File: src/rtl/sdram_test_pkg.sv
// Shared types and helpers for the SDRAM self-test sequencer.
package sdram_test_pkg;

  localparam int LFSR_W = 8;

  typedef enum logic [2:0] {
    IDLE,
    WRITE,
    READ,
    DRAIN,
    DONE
  } state_e;

  // One step of the 8-bit pattern generator (taps at bits 2, 3 and 4 fed by bit 7).
  function automatic logic [LFSR_W-1:0] lfsr8_next(input logic [LFSR_W-1:0] d);
    logic [LFSR_W-1:0] n;
    n[0] = d[7];
    n[1] = d[0];
    n[2] = d[1] ^ d[7];
    n[3] = d[2] ^ d[7];
    n[4] = d[3] ^ d[7];
    n[5] = d[4];
    n[6] = d[5];
    n[7] = d[6];
    return n;
  endfunction

endpackage

File: src/rtl/sdram_test_lfsr8.sv
// 8-bit pattern LFSR with reload-to-seed and single-step controls.
// Used twice by the sequencer: once to generate write data, once to predict read data.
module sdram_test_lfsr8
  import sdram_test_pkg::*;
#(
  parameter logic [LFSR_W-1:0] SEED_VAL = 8'h20
) (
  input  logic              clk,
  input  logic              reset,
  input  logic              reload,
  input  logic              step,
  output logic [LFSR_W-1:0] data
);

  logic [LFSR_W-1:0] data_q;
  logic [LFSR_W-1:0] data_d;

  // Reload wins over step so a pass boundary always restarts the sequence cleanly.
  always_comb begin
    data_d = data_q;
    if (reload) begin
      data_d = SEED_VAL;
    end else if (step) begin
      data_d = lfsr8_next(data_q);
    end
  end

  // Pattern register; reset puts it back on the seed.
  always_ff @(posedge clk) begin
    if (reset) begin
      data_q <= SEED_VAL;
    end else begin
      data_q <= data_d;
    end
  end

  assign data = data_q;

endmodule

File: src/rtl/sdram_test_sequencer.sv
// SDRAM self-test sequencer: writes an LFSR pattern over a word window, reads it
// back, and reports pass/fail, a saturating error count and the first bad address.
// Optional build macro SDRAM_TEST_ERR_INJECT_EN adds an err_inject input that flips
// bit 0 of the first written word so the compare path can be proven on the board.
//
// state | meaning
// IDLE  | waiting for start; result outputs hold the last pass
// WRITE | issuing NUM_WORDS pattern writes
// READ  | issuing NUM_WORDS reads; returns are checked as they arrive
// DRAIN | all reads issued; waiting for the remaining returns
// DONE  | one-cycle done pulse; pass already reflects the final count
module sdram_test_sequencer
  import sdram_test_pkg::*;
#(
  parameter int ADDR_W    = 22,
  parameter int NUM_WORDS = 256,
  parameter int BASE_ADDR = 0,
  parameter int SEED      = 32,
  parameter int ERR_W     = 16
) (
  input  logic              clk,
  input  logic              reset,
  input  logic              start,
`ifdef SDRAM_TEST_ERR_INJECT_EN
  input  logic              err_inject,
`endif
  output logic              busy,
  output logic              done,
  output logic              pass,
  output logic [ERR_W-1:0]  err_count,
  output logic [ADDR_W-1:0] first_err_addr,
  output logic [ADDR_W-1:0] mem_address,
  output logic              mem_write,
  output logic              mem_read,
  output logic [7:0]        mem_writedata,
  input  logic              mem_waitrequest,
  input  logic [7:0]        mem_readdata,
  input  logic              mem_readdatavalid
);

  // Counters carry one extra bit so a full 2^ADDR_W window is countable.
  localparam int                CNT_W   = ADDR_W + 1;
  localparam logic [CNT_W-1:0]  NUM_C   = CNT_W'(NUM_WORDS);
  localparam logic [CNT_W-1:0]  LAST_C  = CNT_W'(NUM_WORDS - 1);
  localparam logic [ADDR_W-1:0] BASE_C  = ADDR_W'(BASE_ADDR);
  localparam logic [LFSR_W-1:0] SEED_C  = LFSR_W'(SEED);
  localparam logic [ERR_W-1:0]  ERR_MAX = {ERR_W{1'b1}};

  state_e             state_q, state_d;
  logic [CNT_W-1:0]   issue_cnt_q, issue_cnt_d;
  logic [CNT_W-1:0]   chk_cnt_q, chk_cnt_d;
  logic [ERR_W-1:0]   err_count_q, err_count_d;
  logic [ADDR_W-1:0]  first_err_addr_q, first_err_addr_d;
  logic               pass_q, pass_d;

  logic               gen_reload, gen_step, chk_reload, chk_step;
  logic [LFSR_W-1:0]  gen_data, chk_data, wdata;
  logic               accept, issue_last, rd_valid;
  logic [ADDR_W-1:0]  req_addr;

  sdram_test_lfsr8 #(.SEED_VAL(SEED_C)) u_gen_lfsr (
    .clk    (clk),
    .reset  (reset),
    .reload (gen_reload),
    .step   (gen_step),
    .data   (gen_data)
  );

  sdram_test_lfsr8 #(.SEED_VAL(SEED_C)) u_chk_lfsr (
    .clk    (clk),
    .reset  (reset),
    .reload (chk_reload),
    .step   (chk_step),
    .data   (chk_data)
  );

  assign accept     = ((state_q == WRITE) || (state_q == READ)) && !mem_waitrequest;
  assign issue_last = (issue_cnt_q == LAST_C);
  assign rd_valid   = mem_readdatavalid && ((state_q == READ) || (state_q == DRAIN));
  assign req_addr   = BASE_C + issue_cnt_q[ADDR_W-1:0];

`ifdef SDRAM_TEST_ERR_INJECT_EN
  logic inj_q, inj_d;

  // Inject request is captured with start and only touches word 0 of the pass.
  always_comb begin
    inj_d = inj_q;
    if ((state_q == IDLE) && start) begin
      inj_d = err_inject;
    end
  end

  // Inject flag register.
  always_ff @(posedge clk) begin
    if (reset) begin
      inj_q <= 1'b0;
    end else begin
      inj_q <= inj_d;
    end
  end

  assign wdata = gen_data ^ {{(LFSR_W-1){1'b0}}, (inj_q && (issue_cnt_q == '0))};
`else
  assign wdata = gen_data;
`endif

  // FSM state register.
  always_ff @(posedge clk) begin
    if (reset) begin
      state_q <= IDLE;
    end else begin
      state_q <= state_d;
    end
  end

  // Next-state logic; the check count used here already includes this cycle's return.
  always_comb begin
    state_d = state_q;
    case (state_q)
      IDLE:    if (start) state_d = WRITE;
      WRITE:   if (accept && issue_last) state_d = READ;
      READ:    if (accept && issue_last) state_d = (chk_cnt_d == NUM_C) ? DONE : DRAIN;
      DRAIN:   if (chk_cnt_d == NUM_C) state_d = DONE;
      DONE:    state_d = IDLE;
      default: state_d = IDLE;
    endcase
  end

  // FSM outputs: requests are decoded straight from state so they hold through stalls.
  always_comb begin
    mem_write     = 1'b0;
    mem_read      = 1'b0;
    mem_address   = '0;
    mem_writedata = '0;
    busy          = 1'b0;
    done          = 1'b0;
    case (state_q)
      WRITE: begin
        mem_write     = 1'b1;
        mem_address   = req_addr;
        mem_writedata = wdata;
        busy          = 1'b1;
      end
      READ: begin
        mem_read    = 1'b1;
        mem_address = req_addr;
        busy        = 1'b1;
      end
      DRAIN:   busy = 1'b1;
      DONE:    done = 1'b1;
      default: ;
    endcase
  end

  // Issue/check counters, LFSR controls and the compare path.
  always_comb begin
    issue_cnt_d      = issue_cnt_q;
    chk_cnt_d        = chk_cnt_q;
    err_count_d      = err_count_q;
    first_err_addr_d = first_err_addr_q;
    gen_reload       = 1'b0;
    gen_step         = 1'b0;
    chk_reload       = 1'b0;
    chk_step         = 1'b0;
    case (state_q)
      IDLE: begin
        if (start) begin
          issue_cnt_d      = '0;
          chk_cnt_d        = '0;
          err_count_d      = '0;
          first_err_addr_d = '0;
          gen_reload       = 1'b1;
          chk_reload       = 1'b1;
        end
      end
      WRITE: begin
        if (accept) begin
          if (issue_last) begin
            // Rewind the generator so the read phase sees the same sequence.
            issue_cnt_d = '0;
            gen_reload  = 1'b1;
          end else begin
            issue_cnt_d = issue_cnt_q + CNT_W'(1);
            gen_step    = 1'b1;
          end
        end
      end
      READ: begin
        if (accept) begin
          issue_cnt_d = issue_cnt_q + CNT_W'(1);
        end
      end
      default: ;
    endcase
    if (rd_valid) begin
      if (mem_readdata != chk_data) begin
        if (err_count_q != ERR_MAX) begin
          err_count_d = err_count_q + ERR_W'(1);
        end
        // A zero count means this is the first mismatch of the pass.
        if (err_count_q == '0) begin
          first_err_addr_d = BASE_C + chk_cnt_q[ADDR_W-1:0];
        end
      end
      chk_step  = 1'b1;
      chk_cnt_d = chk_cnt_q + CNT_W'(1);
    end
  end

  // Pass flag: cleared when a pass begins, resolved on entry to DONE.
  always_comb begin
    pass_d = pass_q;
    if ((state_q == IDLE) && start) begin
      pass_d = 1'b0;
    end else if ((state_q != DONE) && (state_d == DONE)) begin
      pass_d = (err_count_d == '0);
    end
  end

  // Datapath registers.
  always_ff @(posedge clk) begin
    if (reset) begin
      issue_cnt_q      <= '0;
      chk_cnt_q        <= '0;
      err_count_q      <= '0;
      first_err_addr_q <= '0;
      pass_q           <= 1'b0;
    end else begin
      issue_cnt_q      <= issue_cnt_d;
      chk_cnt_q        <= chk_cnt_d;
      err_count_q      <= err_count_d;
      first_err_addr_q <= first_err_addr_d;
      pass_q           <= pass_d;
    end
  end

  assign pass           = pass_q;
  assign err_count      = err_count_q;
  assign first_err_addr = first_err_addr_q;

endmodule

File: config.mk
export PLATFORM = sky130hd
export DESIGN_NAME = sdram_test_sequencer
export DESIGN_NICKNAME = d
export VERILOG_FILES = /design/src/rtl/sdram_test_pkg.sv /design/src/rtl/sdram_test_lfsr8.sv /design/src/rtl/sdram_test_sequencer.sv
export SDC_FILE = /design/constraint.sdc
export NUM_CORES = 1
export LEC_CHECK = 0
export CAP_MARGIN = 40
export CELL_PAD_IN_SITES_DETAIL_PLACEMENT = 1
export CELL_PAD_IN_SITES_GLOBAL_PLACEMENT = 1
export CORE_UTILIZATION = 45
export CTS_BUF_LIST = sky130_fd_sc_hd__clkbuf_8
export DETAILED_ROUTE_END_ITERATION = 16
export PLACE_DENSITY = 0.92
export SETUP_SLACK_MARGIN = 0.3
export SYNTH_ARGS = -nofsm -noshare
export SYNTH_HDL_FRONTEND = slang
export SYNTH_SLANG_ARGS = --single-unit
File: constraint.sdc
create_clock -name clk -period 5.35 [get_ports clk]
set_input_delay 0.8025 -clock clk [delete_from_list [all_inputs] [get_ports clk]]
set_output_delay 0.8025 -clock clk [all_outputs]
set_load 0.05 [all_outputs]
==> flow_summary.json <==
{
  "path_class": "flip-flop to output port",
  "antenna_found_initial": 0,
  "drive_gt1_frac": 0.06162,
  "gp_congestion": 0.9122,
  "cap_violations": 0,
  "rsz0062_at_grt": "no",
  "core_region_area_um2": 12110,
  "period_needed_ps": 3559,
  "cts_resized": 0,
  "h-tree-depth": 3,
  "wl_per_cell_um": 17.75,
  "rows": 40,
  "drtIter0Drc": 354,
  "synth-seq-cells": 104,
  "async_flop_share": 0,
  "clock_latency_ps": 390,
  "holdCritPathClass": "flip-flop to flip-flop",
  "status": "completed",
  "die_w_um": 114.1,
  "cts_root_buffer": "clkbuf_8",
  "cts.path.max_buffers": 2,
  "slew_violations": 0,
  "final_nets": 792,
  "crit_required_ps": 4550,
  "slowest_delay_ps": 810,
  "fillers": 1495,
  "synth-edff-count": 0,
  "ctsHoldBuffers": 0,
  "dr_total_vias": 5512,
  "io_pins": 86,
  "floorplan.initialDensity": 0.4670,
  "io_buffers": 85,
  "end_kind": "output port",
  "yosysUniqueCellTypes": 71,
  "tritoncts": "done",
  "numCtsBuffers": 9,
  "start_kind": "flip-flop",
  "avgSynthCellArea_um2": 7.856,
  "cellLeakagePower_nw": 2.308,
  "antenna_left": 0,
  "grt_pass1_wl_um": 27610,
  "netlist.area_leader.share": 0.3681,
  "fin_worst_skew_ps": 4.645,
  "clock_sinks": 104,
  "hpwl_um": 11920,
  "yosysSeqAreaShare": 0.3681,
  "synth_ff_type": "dfxtp_1",
  "max_slew.worst_pin.slew_ps": 876.5,
  "clk_pin_slew_worst_paths_ps": 100,
  "finalCritPeriodShare": 0.6652,
  "relSlewSlack": 0.4135,
  "grt_overflow": 0,
  "grt_max_degree": 58,
  "wl_um": 16810,
  "synth_area_leaders": "dfxtp_1, nor2_1, nand2_1, a21oi_1, nand3_1",
  "ir_worst_vdd_mv": 0.2054,
  "syn_inst": 720,
  "postCtsSetupBuffers": 0,
  "syn_area_um2": 5657,
  "drc": 0,
  "yosysWarnings": 0,
  "grt_pass1_vias": 5711,
  "tns_ps": 0,
  "whs_ps": 477.7,
  "critPathSlowestCell": "clkdlybuf4s50_1",
  "die-area_um2": 13020,
  "track_usage": 0.2660,
  "path_cells": "xnor2_1 > nor2_1 > buf_4 > and2_1 > clkdlybuf4s50_1",
  "hold_viol_final": 0,
  "area_growth_pct": 20.46,
  "vias_per_cell": 5.820,
  "syn_nets": 737,
  "antenna_cells": 0,
  "power_mw": 1.436,
  "yosysTopAreaCell": "dfxtp_1",
  "crit_arrival_ps": 2760,
  "timing.critical_path.fanout_max": 19,
  "p_per_area_nw_per_um2": 210.7,
  "fmax_mhz": 281.0,
  "drt_first_pass_iters": 5,
  "finalSetupViolCount": 0,
  "die_h_um": 114.1
}
## metal layers
layer | part of all wire | GRT usage | vias to the layer above | wire length, um
met4 | 0.031 | 0.1229 | 0 | 520
met1 | 0.42 | 0.3059 | 2704 | 7037
met2 | 0.51 | 0.4784 | 137 | 8629
met5 | 0 | 0 | - | 0
met3 | 0.037 | 0.04764 | 42 | 622
li1 | - | - | 2629 | -
## kinds of logic (layout without fill, tap and decap cells)
group                      count (synthesis)  after routing  synth area share
muxes                                     13             13           0.02389
and+or+nand+nor                          370            370            0.3437
xor gates and xnor gates                  45             45           0.06968
DFF                                      104            104            0.3681
AOI/OAI and AO/OA                        118            118            0.1354
buffers and inverters                     66            125           0.05043
adders and majority gates                  4              4          0.008848
## registers in the layout (all words and copies together) (netlist names)
| signal | flops |
|---|---|
| u_gen_lfsr.data | 8 |
| first_err_addr | 22 |
| err_count | 16 |
| state_q | 3 |
| chk_cnt_q | 23 |
| pass | 1 |
| issue_cnt_q | 23 |
| u_chk_lfsr.data | 8 |
## cells in the mapped netlist (all sizes together), types with 2 or more instances
cell type,n
o211ai,5
nor2,95
nand2b,5
clkbuf,33
a22oi,2
and2,37
nor4b,3
and4,7
ha,4
dfxtp,104
or4b,2
inv,17
and3,9
nor2b,8
nor4,18
o21ba,5
xnor2,19
or4,3
a41oi,3
mux2i,9
a31oi,4
o31ai,3
o21ai,12
a211o,2
nand2,73
mux2,4
o31a,2
nor3,18
buf,16
or2,3
o32ai,2
xor2,26
nand4,27
o21a,3
a2111oi,2
a21oi,52
or3,7
a211oi,11
nand3,51
## report_power, final
group | internal (mW) | switching [mW]
logic | 0.0356 | 0.0621
registers | 0.777 | 0.00542
clock network | 0.274 | 0.282
total | 1.09 | 0.349
## placed cells by master (no fill, tap or decap), types with 3 or more instances in the layout
master           Yosys  routed
a211oi_1            11      11
a21oi_1             51      51
a31oi_1              4       4
a41oi_1              3       3
and2_1              36      36
and3_1               9       9
and4_1               7       7
buf_4                2       5
clkbuf_8             0      10
clkdlybuf4s50_1      0      84
dfxtp_1            104     104
ha_1                 4       4
inv_1               17      17
mux2_2               3       3
mux2i_1              9       9
nand2_1             72      72
nand2b_1             5       5
nand3_1             50      50
nand4_1             25      25
nor2_1              94      94
nor2b_1              8       8
nor3_1              17      17
nor4_1              14      14
nor4_2               3       3
o211ai_1             5       5
o21a_1               3       3
o21ai_0             12      12
o21ba_2              5       5
o31ai_1              3       3
or3_1                7       7
or4_1                3       3
xnor2_1             19      19
xor2_1              26      26
## through the flow
step	instances	cell area (um2)	worst slack, ps	util
2_1_floorplan	720	5657	2392	-
3_3_place_gp	928	6521	1442	0.5384
3_5_place_dp	931	6588	1513	0.5439
4_1_cts	946	6807	1334	0.5620
5_1_grt	947	6814	1653	0.5626
6_report	947	6814	1791	0.5626
## worst paths after layout
kind                                 startpoint                            end  slack (ps)  cells past startpoint
setup / recovery          state_q[1]$_SDFF_PP0_                mem_address[12]        1790                      5
hold / removal    first_err_addr[16]$_SDFF_PP0_  first_err_addr[16]$_SDFF_PP0_         480                      2
setup reg to reg        err_count[0]$_SDFF_PP0_              pass$_SDFFE_PP0P_        2100                      9
hold reg to reg   first_err_addr[16]$_SDFF_PP0_  first_err_addr[16]$_SDFF_PP0_         480                      2
## worst max-delay path: cells and delay by family (launching register included)
family / cells / cell delay (ps)
AND/OR/NAND/NOR: 2 / 410
XOR/XNOR: 1 / 190
flip-flops: 1 / 690
buffers and inverters: 2 / 1070
## cell type report
type	count	area, um2	share of cell area
Clock buffer	10	137.6	0.02020
Clock inverter	5	81.33	0.01194
Inverter	17	63.81	0.009365
Multi-Input combinational cell	550	3289	0.4827
Sequential cell	104	2082	0.3055
Tap cell	168	210.2	0.03085
Timing Repair Buffer	93	949.7	0.1394
Note: power is estimated with default switching activity, not from simulation.
